$ cat config.mk
export PLATFORM = sky130hd
export DESIGN_NAME = apb_req_queue_flat
export DESIGN_NICKNAME = d
export VERILOG_FILES = /design/src/rtl/apb_req_queue_if.sv /design/src/rtl/apb_req_queue.sv /design/src/flat_wrapper.sv
export SDC_FILE = /design/constraint.sdc
export NUM_CORES = 1
export LEC_CHECK = 0
export CORE_ASPECT_RATIO = 0.75
export CORE_UTILIZATION = 51
export CTS_CLUSTER_DIAMETER = 200
export DETAILED_ROUTE_END_ITERATION = 8
export GPL_ROUTABILITY_DRIVEN = 0
export PLACE_DENSITY = 0.8
export SYNTH_ARGS = -nofsm -noshare
export SYNTH_HDL_FRONTEND = slang
export SYNTH_SLANG_ARGS = --single-unit
$ cat constraint.sdc
create_clock -name pclk -period 8.39 [get_ports pclk]
set_clock_uncertainty 0.1 [all_clocks]
set_input_delay 1.678 -clock pclk [delete_from_list [all_inputs] [get_ports pclk]]
set_output_delay 1.678 -clock pclk [all_outputs]
set_load 0.05 [all_outputs]
$ cat src/rtl/apb_req_queue_if.sv
`timescale 1ns/1ps
// Signal bundle between a command source, apb_req_queue, the APB master request
// port and the response consumer.
interface apb_req_queue_if #(
   parameter int ADD_WIDTH = 9,
   parameter int WIDTH     = 32
);
   // Every valid/ready pair transfers on a rising edge where both are high; the
   // payload must stay stable while valid is high and ready is low.
   logic                   cmd_valid;
   logic                   cmd_ready;
   logic                   cmd_write;
   logic [WIDTH/8-1:0]     cmd_strb;
   logic [ADD_WIDTH-1:0]   cmd_addr;
   logic [WIDTH-1:0]       cmd_wdata;
   logic                   transfer;
   logic                   Req_read_write;
   logic [WIDTH/8-1:0]     Req_pstrb;
   logic [ADD_WIDTH-1:0]   Req_addr;
   logic [WIDTH-1:0]       Req_wdata;
   logic [WIDTH-1:0]       Req_rdata;
   logic                   xfer_done;
   logic                   xfer_err;
   logic                   rsp_valid;
   logic                   rsp_ready;
   logic                   rsp_write;
   logic [WIDTH-1:0]       rsp_rdata;
   logic                   rsp_err;

   modport slave (
      input  cmd_valid, cmd_write, cmd_strb, cmd_addr, cmd_wdata,
      input  Req_rdata, xfer_done, xfer_err, rsp_ready,
      output cmd_ready, transfer, Req_read_write, Req_pstrb, Req_addr, Req_wdata,
      output rsp_valid, rsp_write, rsp_rdata, rsp_err
   );

   modport master (
      output cmd_valid, cmd_write, cmd_strb, cmd_addr, cmd_wdata,
      output Req_rdata, xfer_done, xfer_err, rsp_ready,
      input  cmd_ready, transfer, Req_read_write, Req_pstrb, Req_addr, Req_wdata,
      input  rsp_valid, rsp_write, rsp_rdata, rsp_err
   );
endinterface

$ cat src/rtl/apb_req_queue.sv
`timescale 1ns/1ps
// Command FIFO feeding the APB master request port, with a one-deep response
// register capturing read data / slave error of each completed transfer.
module apb_req_queue #(
   parameter int ADD_WIDTH = 9,
   parameter int WIDTH     = 32,
   parameter int DEPTH     = 4
) (
   input  logic           pclk,
   input  logic           presetn,
   apb_req_queue_if.slave bus,
   output logic [0:0]     o_dbg_state
);
   localparam int PW = $clog2(DEPTH);
   localparam int SW = WIDTH / 8;
   localparam logic [PW:0] C_FULL = (PW+1)'(DEPTH);
   localparam logic [PW:0] C_ONE  = (PW+1)'(1);

   typedef struct packed {
      logic                 write;
      logic [SW-1:0]        strb;
      logic [ADD_WIDTH-1:0] addr;
      logic [WIDTH-1:0]     wdata;
   } cmd_t;

   typedef enum logic [0:0] {S_IDLE = 1'b0, S_ISSUE = 1'b1} state_t;

   cmd_t             r_mem [DEPTH];
   logic [PW:0]      r_wr_ptr;
   logic [PW:0]      r_rd_ptr;
   logic             r_cmd_ready;
   state_t           r_state;
   logic             r_transfer;
   cmd_t             r_req;
   logic             r_rsp_valid;
   logic             r_rsp_write;
   logic             r_rsp_err;
   logic [WIDTH-1:0] r_rsp_rdata;

   logic [PW:0]      w_count;
   logic [PW:0]      w_count_nxt;
   logic [PW:0]      w_rd_ptr_p1;
   logic             w_push;
   logic             w_pop;
   logic             w_more;
   logic             w_slot_free;
   cmd_t             w_cmd_in;
   cmd_t             w_head;
   cmd_t             w_next;

   // Read strobes are cleared on entry so the head never carries stale lanes.
   always_comb begin
      w_cmd_in.write = bus.cmd_write;
      w_cmd_in.strb  = bus.cmd_write ? bus.cmd_strb : '0;
      w_cmd_in.addr  = bus.cmd_addr;
      w_cmd_in.wdata = bus.cmd_wdata;
   end

   assign w_count     = r_wr_ptr - r_rd_ptr;
   assign w_push      = bus.cmd_valid & r_cmd_ready;
   assign w_pop       = (r_state == S_ISSUE) & bus.xfer_done;
   assign w_count_nxt = w_count + (PW+1)'(w_push) - (PW+1)'(w_pop);
   assign w_rd_ptr_p1 = r_rd_ptr + C_ONE;
   assign w_head      = r_mem[r_rd_ptr[PW-1:0]];
   // With a single entry left, a same-edge push becomes the next head directly.
   assign w_next      = (w_count == C_ONE) ? w_cmd_in : r_mem[w_rd_ptr_p1[PW-1:0]];
   assign w_more      = (w_count > C_ONE) | w_push;
   assign w_slot_free = ~r_rsp_valid | bus.rsp_ready;

   always_ff @(posedge pclk) begin
      if (w_push) r_mem[r_wr_ptr[PW-1:0]] <= w_cmd_in;
   end

   always_ff @(posedge pclk or negedge presetn) begin
      if (!presetn) begin
         r_wr_ptr    <= '0;
         r_rd_ptr    <= '0;
         r_cmd_ready <= 1'b0;
         r_state     <= S_IDLE;
         r_transfer  <= 1'b0;
         r_req       <= '0;
         r_rsp_valid <= 1'b0;
         r_rsp_write <= 1'b0;
         r_rsp_err   <= 1'b0;
         r_rsp_rdata <= '0;
      end else begin
         r_cmd_ready <= (w_count_nxt != C_FULL);
         if (w_push) r_wr_ptr <= r_wr_ptr + C_ONE;
         if (w_pop)  r_rd_ptr <= w_rd_ptr_p1;

         if (w_pop) begin
            r_rsp_valid <= 1'b1;
            r_rsp_write <= r_req.write;
            r_rsp_err   <= bus.xfer_err;
            r_rsp_rdata <= r_req.write ? '0 : bus.Req_rdata;
         end else if (r_rsp_valid && bus.rsp_ready) begin
            r_rsp_valid <= 1'b0;
         end

         case (r_state)
            S_IDLE: begin
               if ((w_count != '0) && w_slot_free) begin
                  r_state    <= S_ISSUE;
                  r_transfer <= 1'b1;
                  r_req      <= w_head;
               end
            end
            S_ISSUE: begin
               // Stay busy only if the consumer is ready to take the response loaded now.
               if (bus.xfer_done) begin
                  if (w_more && bus.rsp_ready) begin
                     r_req <= w_next;
                  end else begin
                     r_state    <= S_IDLE;
                     r_transfer <= 1'b0;
                  end
               end
            end
            default: begin
               r_state    <= S_IDLE;
               r_transfer <= 1'b0;
            end
         endcase
      end
   end

   assign bus.cmd_ready      = r_cmd_ready;
   assign bus.transfer       = r_transfer;
   assign bus.Req_read_write = r_req.write;
   assign bus.Req_pstrb      = r_req.strb;
   assign bus.Req_addr       = r_req.addr;
   assign bus.Req_wdata      = r_req.wdata;
   assign bus.rsp_valid      = r_rsp_valid;
   assign bus.rsp_write      = r_rsp_write;
   assign bus.rsp_err        = r_rsp_err;
   assign bus.rsp_rdata      = r_rsp_rdata;
   assign o_dbg_state        = r_state;
endmodule

$ cat src/flat_wrapper.sv
// flat-port wrapper written by rule: the top's interface ports become plain ports
module apb_req_queue_flat 
#(
   parameter int ADD_WIDTH = 9,
   parameter int WIDTH     = 32,
   parameter int DEPTH     = 4
)
  (pclk, presetn, o_dbg_state, bus_cmd_valid, bus_cmd_write, bus_cmd_strb, bus_cmd_addr, bus_cmd_wdata, bus_Req_rdata, bus_xfer_done, bus_xfer_err, bus_rsp_ready, bus_cmd_ready, bus_transfer, bus_Req_read_write, bus_Req_pstrb, bus_Req_addr, bus_Req_wdata, bus_rsp_valid, bus_rsp_write, bus_rsp_rdata, bus_rsp_err);
  apb_req_queue_if #(.ADD_WIDTH(ADD_WIDTH), .WIDTH(WIDTH)) bus_i ();
  input  logic pclk;
  input  logic presetn;
  output logic [0:0] o_dbg_state;
  input wire logic [$bits(bus_i.cmd_valid)-1:0] bus_cmd_valid;
  input wire logic [$bits(bus_i.cmd_write)-1:0] bus_cmd_write;
  input wire logic [$bits(bus_i.cmd_strb)-1:0] bus_cmd_strb;
  input wire logic [$bits(bus_i.cmd_addr)-1:0] bus_cmd_addr;
  input wire logic [$bits(bus_i.cmd_wdata)-1:0] bus_cmd_wdata;
  input wire logic [$bits(bus_i.Req_rdata)-1:0] bus_Req_rdata;
  input wire logic [$bits(bus_i.xfer_done)-1:0] bus_xfer_done;
  input wire logic [$bits(bus_i.xfer_err)-1:0] bus_xfer_err;
  input wire logic [$bits(bus_i.rsp_ready)-1:0] bus_rsp_ready;
  output wire logic [$bits(bus_i.cmd_ready)-1:0] bus_cmd_ready;
  output wire logic [$bits(bus_i.transfer)-1:0] bus_transfer;
  output wire logic [$bits(bus_i.Req_read_write)-1:0] bus_Req_read_write;
  output wire logic [$bits(bus_i.Req_pstrb)-1:0] bus_Req_pstrb;
  output wire logic [$bits(bus_i.Req_addr)-1:0] bus_Req_addr;
  output wire logic [$bits(bus_i.Req_wdata)-1:0] bus_Req_wdata;
  output wire logic [$bits(bus_i.rsp_valid)-1:0] bus_rsp_valid;
  output wire logic [$bits(bus_i.rsp_write)-1:0] bus_rsp_write;
  output wire logic [$bits(bus_i.rsp_rdata)-1:0] bus_rsp_rdata;
  output wire logic [$bits(bus_i.rsp_err)-1:0] bus_rsp_err;
  assign bus_i.cmd_valid = bus_cmd_valid;
  assign bus_i.cmd_write = bus_cmd_write;
  assign bus_i.cmd_strb = bus_cmd_strb;
  assign bus_i.cmd_addr = bus_cmd_addr;
  assign bus_i.cmd_wdata = bus_cmd_wdata;
  assign bus_i.Req_rdata = bus_Req_rdata;
  assign bus_i.xfer_done = bus_xfer_done;
  assign bus_i.xfer_err = bus_xfer_err;
  assign bus_i.rsp_ready = bus_rsp_ready;
  assign bus_cmd_ready = bus_i.cmd_ready;
  assign bus_transfer = bus_i.transfer;
  assign bus_Req_read_write = bus_i.Req_read_write;
  assign bus_Req_pstrb = bus_i.Req_pstrb;
  assign bus_Req_addr = bus_i.Req_addr;
  assign bus_Req_wdata = bus_i.Req_wdata;
  assign bus_rsp_valid = bus_i.rsp_valid;
  assign bus_rsp_write = bus_i.rsp_write;
  assign bus_rsp_rdata = bus_i.rsp_rdata;
  assign bus_rsp_err = bus_i.rsp_err;
  apb_req_queue #(.ADD_WIDTH(ADD_WIDTH), .WIDTH(WIDTH), .DEPTH(DEPTH)) u_core (.pclk(pclk), .presetn(presetn), .bus(bus_i), .o_dbg_state(o_dbg_state));
endmodule
# Yosys cells after proc, flatten, opt, wreduce, memory -nomap -nowiden

Memory sizes are Yosys's and may differ from the RTL's.
Cells that the tools add are included.

Add/subtract/negate cells: 5
$lt $le $gt $ge: 1
Bitwise gates (word level): 6
Mux-type cells: 19
Equal/unequal tests: 6
Reductions and logical operators: 7

Operator list:

| cell                                                           | count |
|---|---|
| two-way mux 46 bit                                             | 4 |
| one-hot mux 46 bit (2 select lines)                            | 1 |
| two-way mux 32 bit                                             | 1 |
| two-way mux 1 bit                                              | 10 |
| adder 3 x 1 -> 3 bit (second input constant)                   | 2 |
| != test 2 bit (second input constant)                          | 3 |
| AND reduction 3 bit                                            | 2 |
| two-way mux 4 bit                                              | 1 |
| one-hot mux 1 bit (2 select lines)                             | 2 |
| adder 3 x 1 -> 3 bit                                           | 1 |
| == test 3 x 1 -> 1 bit (second input constant)                 | 1 |
| greater-than comparator 3 x 1 -> 1 bit (second input constant) | 1 |
| logical AND 1 bit                                              | 3 |
| != test 3 bit (second input constant)                          | 1 |
| nonzero test 3 bit                                             | 1 |
| subtractor 3 x 1 -> 3 bit                                      | 1 |
| subtractor 3 bit                                               | 1 |
| bitwise AND 1 bit                                              | 2 |
| != test 2 x 1 -> 1 bit (second input constant)                 | 1 |
| inverter 1 bit                                                 | 2 |
| OR 1 bit                                                       | 2 |
| nonzero test 2 bit                                             | 1 |

Register bits after elaboration: 90
Logic and storage cells: 58
Output and inout port bits: 84
Input port bits: 84
Memories kept: 1
RAM bits: 184

Memory list:

| name         | depth | bits a word | read ports | clocked after memory_dff | wr ports | RTL line            | RTL |
|---|---|---|---|---|---|---|---|
| u_core.r_mem | 4     | 46          | 2          | 0                        | 1        | apb_req_queue.sv:28 | `cmd_t r_mem [DEPTH];` |

# Depth between registers and ports, before layout

Depth in word-level cells: 7
Gate-level depth with buffers: 13
Mapped depth without buffers: 11

# Worst setup path before layout

OpenSTA, ideal clock, no wires.

Path type: in2reg
Start: input port bus_xfer_done
End: register u_core.r_cmd_ready (netlist: u_core.bus.cmd_ready)
Setup time: 0.131 ns
Cell stages on the path: 10
Data required time: 8.159 ns
Path buffers: 2
Slack: 4.344 ns
Data arrival time: 3.814 ns
Cell sequence: nand2_1 inv_2 clkbuf_1 buf_1 ha_1 inv_1 ha_1 fa_1 xor2_1 or3_1

Word-level cells in the longest chain between the ends: 3

RTL lines:

| element                   | RTL line            | RTL |
|---|---|---|
| start, declared           | flat_wrapper.sv:19  | `input wire logic [$bits(bus_i.xfer_done)-1:0] bus_xfer_done;` |
| bitwise AND 1 bit         | apb_req_queue.sv:61 | `assign w_pop = (r_state == S_ISSUE) & bus.xfer_done;` |
| net u_core.w_pop          | apb_req_queue.sv:44 | `logic w_pop;` |
| subtractor 3 x 1 -> 3 bit | apb_req_queue.sv:62 | `assign w_count_nxt = w_count + (PW+1)'(w_push) - (PW+1)'(w_pop);` |
| != test 3 bit             | apb_req_queue.sv:87 | `r_cmd_ready <= (w_count_nxt != C_FULL);` |
| end signal, assigned      | apb_req_queue.sv:87 |  |
| end, declared             | apb_req_queue.sv:31 | `logic r_cmd_ready;` |

The timed path passes the listed nets, and every way through them passes these cells.
A chain may end at the register's enable or synchronous reset.

# Worst setup path in the final report

Start: register u_core.r_rd_ptr[0]
End: register u_core.r_req (netlist bit u_core.bus.Req_wdata[17])

Word-level cells in the longest chain between the ends: 6
Elaborated cells between the ends (all ways): 17
Those cells by class: add/sub: 2; order compare: 1; eq/ne: 3; mux: 5; bitwise: 1; reduce/logical: 4; memory: 1

RTL lines:

| element                                                                           | RTL line                                 | RTL |
|---|---|---|
| start, declared                                                                   | apb_req_queue.sv:30                      | `logic [PW:0] r_rd_ptr;` |
| start signal, assigned                                                            | apb_req_queue.sv:89                      | `if (w_pop) r_rd_ptr <= w_rd_ptr_p1;` |
| adder 3 x 1 -> 3 bit / subtractor 3 bit (equally long branches)                   | apb_req_queue.sv:63, apb_req_queue.sv:59 |  |
| memory (4 x 46 bit), or another cell as far along                                 | -                                        |  |
| two-way mux 46 bit / OR 1 bit (equally long branches)                             | apb_req_queue.sv:66, apb_req_queue.sv:67 |  |
| two-way mux 46 bit / logical AND 1 bit (equally long branches)                    | apb_req_queue.sv:111                     | `if (w_more && bus.rsp_ready) begin` |
| two-way mux 46 bit / != test 2 bit (equally long branches)                        | -                                        |  |
| one-hot mux 46 bit (2 select lines) / AND reduction 3 bit (equally long branches) | -                                        |  |
| end signal, assigned                                                              | apb_req_queue.sv:105                     | `r_req <= w_head;` |
| end signal, assigned                                                              | apb_req_queue.sv:112                     | `r_req <= w_next;` |
| end, declared                                                                     | apb_req_queue.sv:34                      | `cmd_t r_req;` |

Parallel ways exist; a longest one is shown, timed or not. The select of a mux whose other input is x is not followed.

==> impl_results.md <==
* CP max stage delay at 0.91 ns
* Diode count at 0
* Antenna violations before repair at 1
* Pin count of the biggest net entering global routing at 79
* Leakage at 5.70 nW
* Setup crit end kind: flop
* Hold-fix buffers, CTS at 0
* Max_slew headroom at 18.9%
* Skew-Pair Late Insertion Delay at 0.53 ns
* NumNets Final at 1015
* IO Port Bufs at 167
* Pwr per Cell Area at 474 nW/um^2
* Ranking of synthesized cells by area: edfxtp_1 43%, dfrtp_1 18%, mux4_2 16%
* Clock sinks at 274
* Fillers at ~1.7k
* Share of layout cells above drive strength 1 at 21.5%
* Std cell rows at 49
* Mapped Cells at 771
* CP Data Required Time at 8.73 ns
* Crit-path cells: ha_1 -> inv_1 -> fa_1 -> xor3_2 -> ha_1 -> nand2b_1 -> a221oi_1 -> a311o_2 -> buf_4 -> o22ai_1 -> a311oi_2
* CTS resizes at 0
* H-Tree Depth at 1
* Share of the synthesized area in the top cell type at 43.4%
* CTS buffer count at 27
* Final Max Tran Viols at 0
* Yosys warns at 0
* Core Area at 24200 sq um
* Setup Buffers After CTS at 0
* Post-route ant nets at 0
* Switching Share at 42.5%
* Synth area leader: edfxtp_1
* I/O pin count at 168
* GRT Total Usage at 22.9%
* Synthesized area at 12700 sq um
* Dpl hpwl at 16.9 mm
* Status: completed
* Dominant synthesized flop cell: edfxtp_1
* Drt first pass iters at 5
* DRC errors left at 0
* Via-to-Cell Ratio at 6.10
* Async set-or-reset flop fraction in the synthesized netlist at between 30% and 40%
* Die ar. at 25600 sq um
* Initial core utilization at between 50 and 60%
* Number of flops mapped to enable cells by yosys at ~180
* Final Util at 63.8%
* Detailed-route via count at 7744
* Post-synthesis net count at 867
* Crit share post-route at between 50% and 60%
* Syn avg cell area at between 15 and 20 sq um
* Top cells by count, synth: 184 x edfxtp_1, 92 x mux4_2, 90 x dfrtp_1
* Setup TNS Final at 0 ns
* Count of final setup violators at 0
* Max-Cap Viols at 0
* Congestion Overflow GR at 0
* Vias in the first global route at 7982
* P&R area growth vs syn at 21.4%
* FMAX at 221 MHz
* Worst-path clk slew at 0.06 ns
* Post-DR wirelength/cell at roughly 23 microns
* TritonCTS clock tree: built
* Internal Power at 0.00421 W
* Hold_ws at 0.364 ns
* Number of synthesized register bits at 274
* First-pass GRT wire length at 44.9 mm
* Worst-path fanout max at 78
* CTS Root Cell: clkbuf_16
* Register area share after synthesis at about three fifths
* WS Path Type: flop to flop
* Data arrival time of the worst path at 4.87 ns
* Buffer depth of the longest clock path at 3
* Tmin final at 4.53 ns
* Most Frequent Cell on Critical Path: ha_1
* Initial DRC Count at between 500 and 600
* Min-delay worst type: flop to flop
* RSZ-0062 raised after global routing: no
* Die X at approximately 180 microns
* Count leader, synth: edfxtp_1
* Clock power frac at 15.5%
* Combinational share of power at 55.2%
* Die Ht at between 100 and 150 microns
* Sequential Power Share at 29.3%
* Worst-Margin Slew at 1.22 ns
* Startpoint Class: flop
* Critical Path Slowest Stage Cell: buf_4
* Worst vdd ir at 0.000426 V
* P_sw at 0.00311 W
* Routed Wire Length at 29.0 mm
* Final Hold Violating Endpoints at 0
* Yosys cell types at 34
==> flip-flops by register name, indices dropped and copies added, names as in the netlist, 3 cells and up <==
signal / count
u_core.bus.Req_wdata: 32
u_core.bus.rsp_rdata: 32
u_core.r_rd_ptr: 3
u_core.r_wr_ptr: 3
u_core.bus.Req_addr: 9
u_core.r_mem: 184
u_core.bus.Req_pstrb: 4
==> worst paths after layout <==
check                      cells after the start  slack [ns]                     start                  endpoint
max in group asynchronous                      2        5.90                   presetn        u_core.r_rd_ptr[0]
max                                           11        3.86        u_core.r_rd_ptr[0]  u_core.bus.Req_wdata[17]
min in group asynchronous                      1        0.96                   presetn   u_core.bus.Req_wdata[0]
min                                            2        0.36  u_core.bus.rsp_rdata[27]  u_core.bus.rsp_rdata[27]
min reg2reg                                    2        0.36  u_core.bus.rsp_rdata[27]  u_core.bus.rsp_rdata[27]
max reg2reg                                   11        3.86        u_core.r_rd_ptr[0]  u_core.bus.Req_wdata[17]
==> power groups by stage <==
stage	registers, W	clock network [W]	logic (W)
finish	0.00215	0.00114	0.00404
global route	0.00219	0.00120	0.00431
CTS	0.00215	0.00115	0.00407
detailed placement	0.00217	0	0.00406
global placement	0.00215	0	0.00396
floorplan	0.00278	0	0.00247
==> routing by layer <==
| metal | GRT usage [%] | wire length, microns |
|---|---|---|
| met3 | 4.07 | 2350 |
| met1 | 32.8 | 12400 |
| met4 | 4.82 | 485 |
| met2 | 37.0 | 13800 |
| met5 | 0 | 10 |
==> placed cells by master, fill, tap and decap left out, types with 2 or more instances in the layout <==
master / n
edfxtp_1: 184
clkdlybuf4s50_1: 166
mux4_2: 92
dfrtp_1: 88
nand2_1: 75
nor2_1: 48
a311oi_2: 47
mux2i_1: 46
o22ai_1: 46
nand3b_1: 32
clkbuf_16: 27
buf_4: 13
clkbuf_1: 12
ha_1: 9
inv_1: 8
clkinv_2: 6
and2_1: 5
and3_2: 4
xnor2_1: 3
o21ai_0: 3
xor2_1: 2
nand2b_1: 2
a311o_2: 2
fa_1: 2
clkbuf_8: 2
==> metrics by stage <==
stage	std cells	total power, W	area [sq um]	worst slack (ns)
2_1_floorplan	771	0.00525	12700	4.34
3_3_place_gp	1221	0.00611	14600	3.85
3_5_place_dp	1221	0.00623	14600	3.77
4_1_cts	1270	0.00737	15500	3.88
5_1_grt	1270	0.00770	15500	3.64
6_report	1270	0.00733	15500	3.86
==> layout make-up <==
| type | instances | area (sq um) | share of cell area [%] |
|---|---|---|---|
| timing repair buffer | 179 | 1760 | 11.4 |
| tap | 331 | 414 | 2.68 |
| inverter | 9 | 36.3 | 0.235 |
| clock buffer | 41 | 748 | 4.84 |
| sequential | 274 | 7780 | 50.4 |
| clock inverter | 8 | 63.8 | 0.413 |
| multi-input combinational | 428 | 4650 | 30.1 |
==> worst max-delay path, delay by kind of cell (launching register included) <==
family / cells / cell delay [ns]
AO/OA/AOI/OAI: 4 / 1.17
XOR/XNOR: 1 / 0.54
adder cells (fa/ha/maj): 3 / 0.80
buffers and inverters: 2 / 0.96
flip-flops: 1 / 0.74
AND/OR/NAND/NOR: 1 / 0.08
==> logic make-up (layout without fill, tap and decap cells) <==
group	count (synthesis)	in the layout	synth area share, %
AOI/OAI and AO/OA	101	101	8.27
xor gates and xnor gates	6	6	0.540
adders and majority gates	12	12	1.30
buffers and inverters	69	237	2.62
DFF	274	274	61.1
and+or+nand+nor	171	171	6.30
muxes	138	138	19.9
Power figures use the tool's default switching activity.
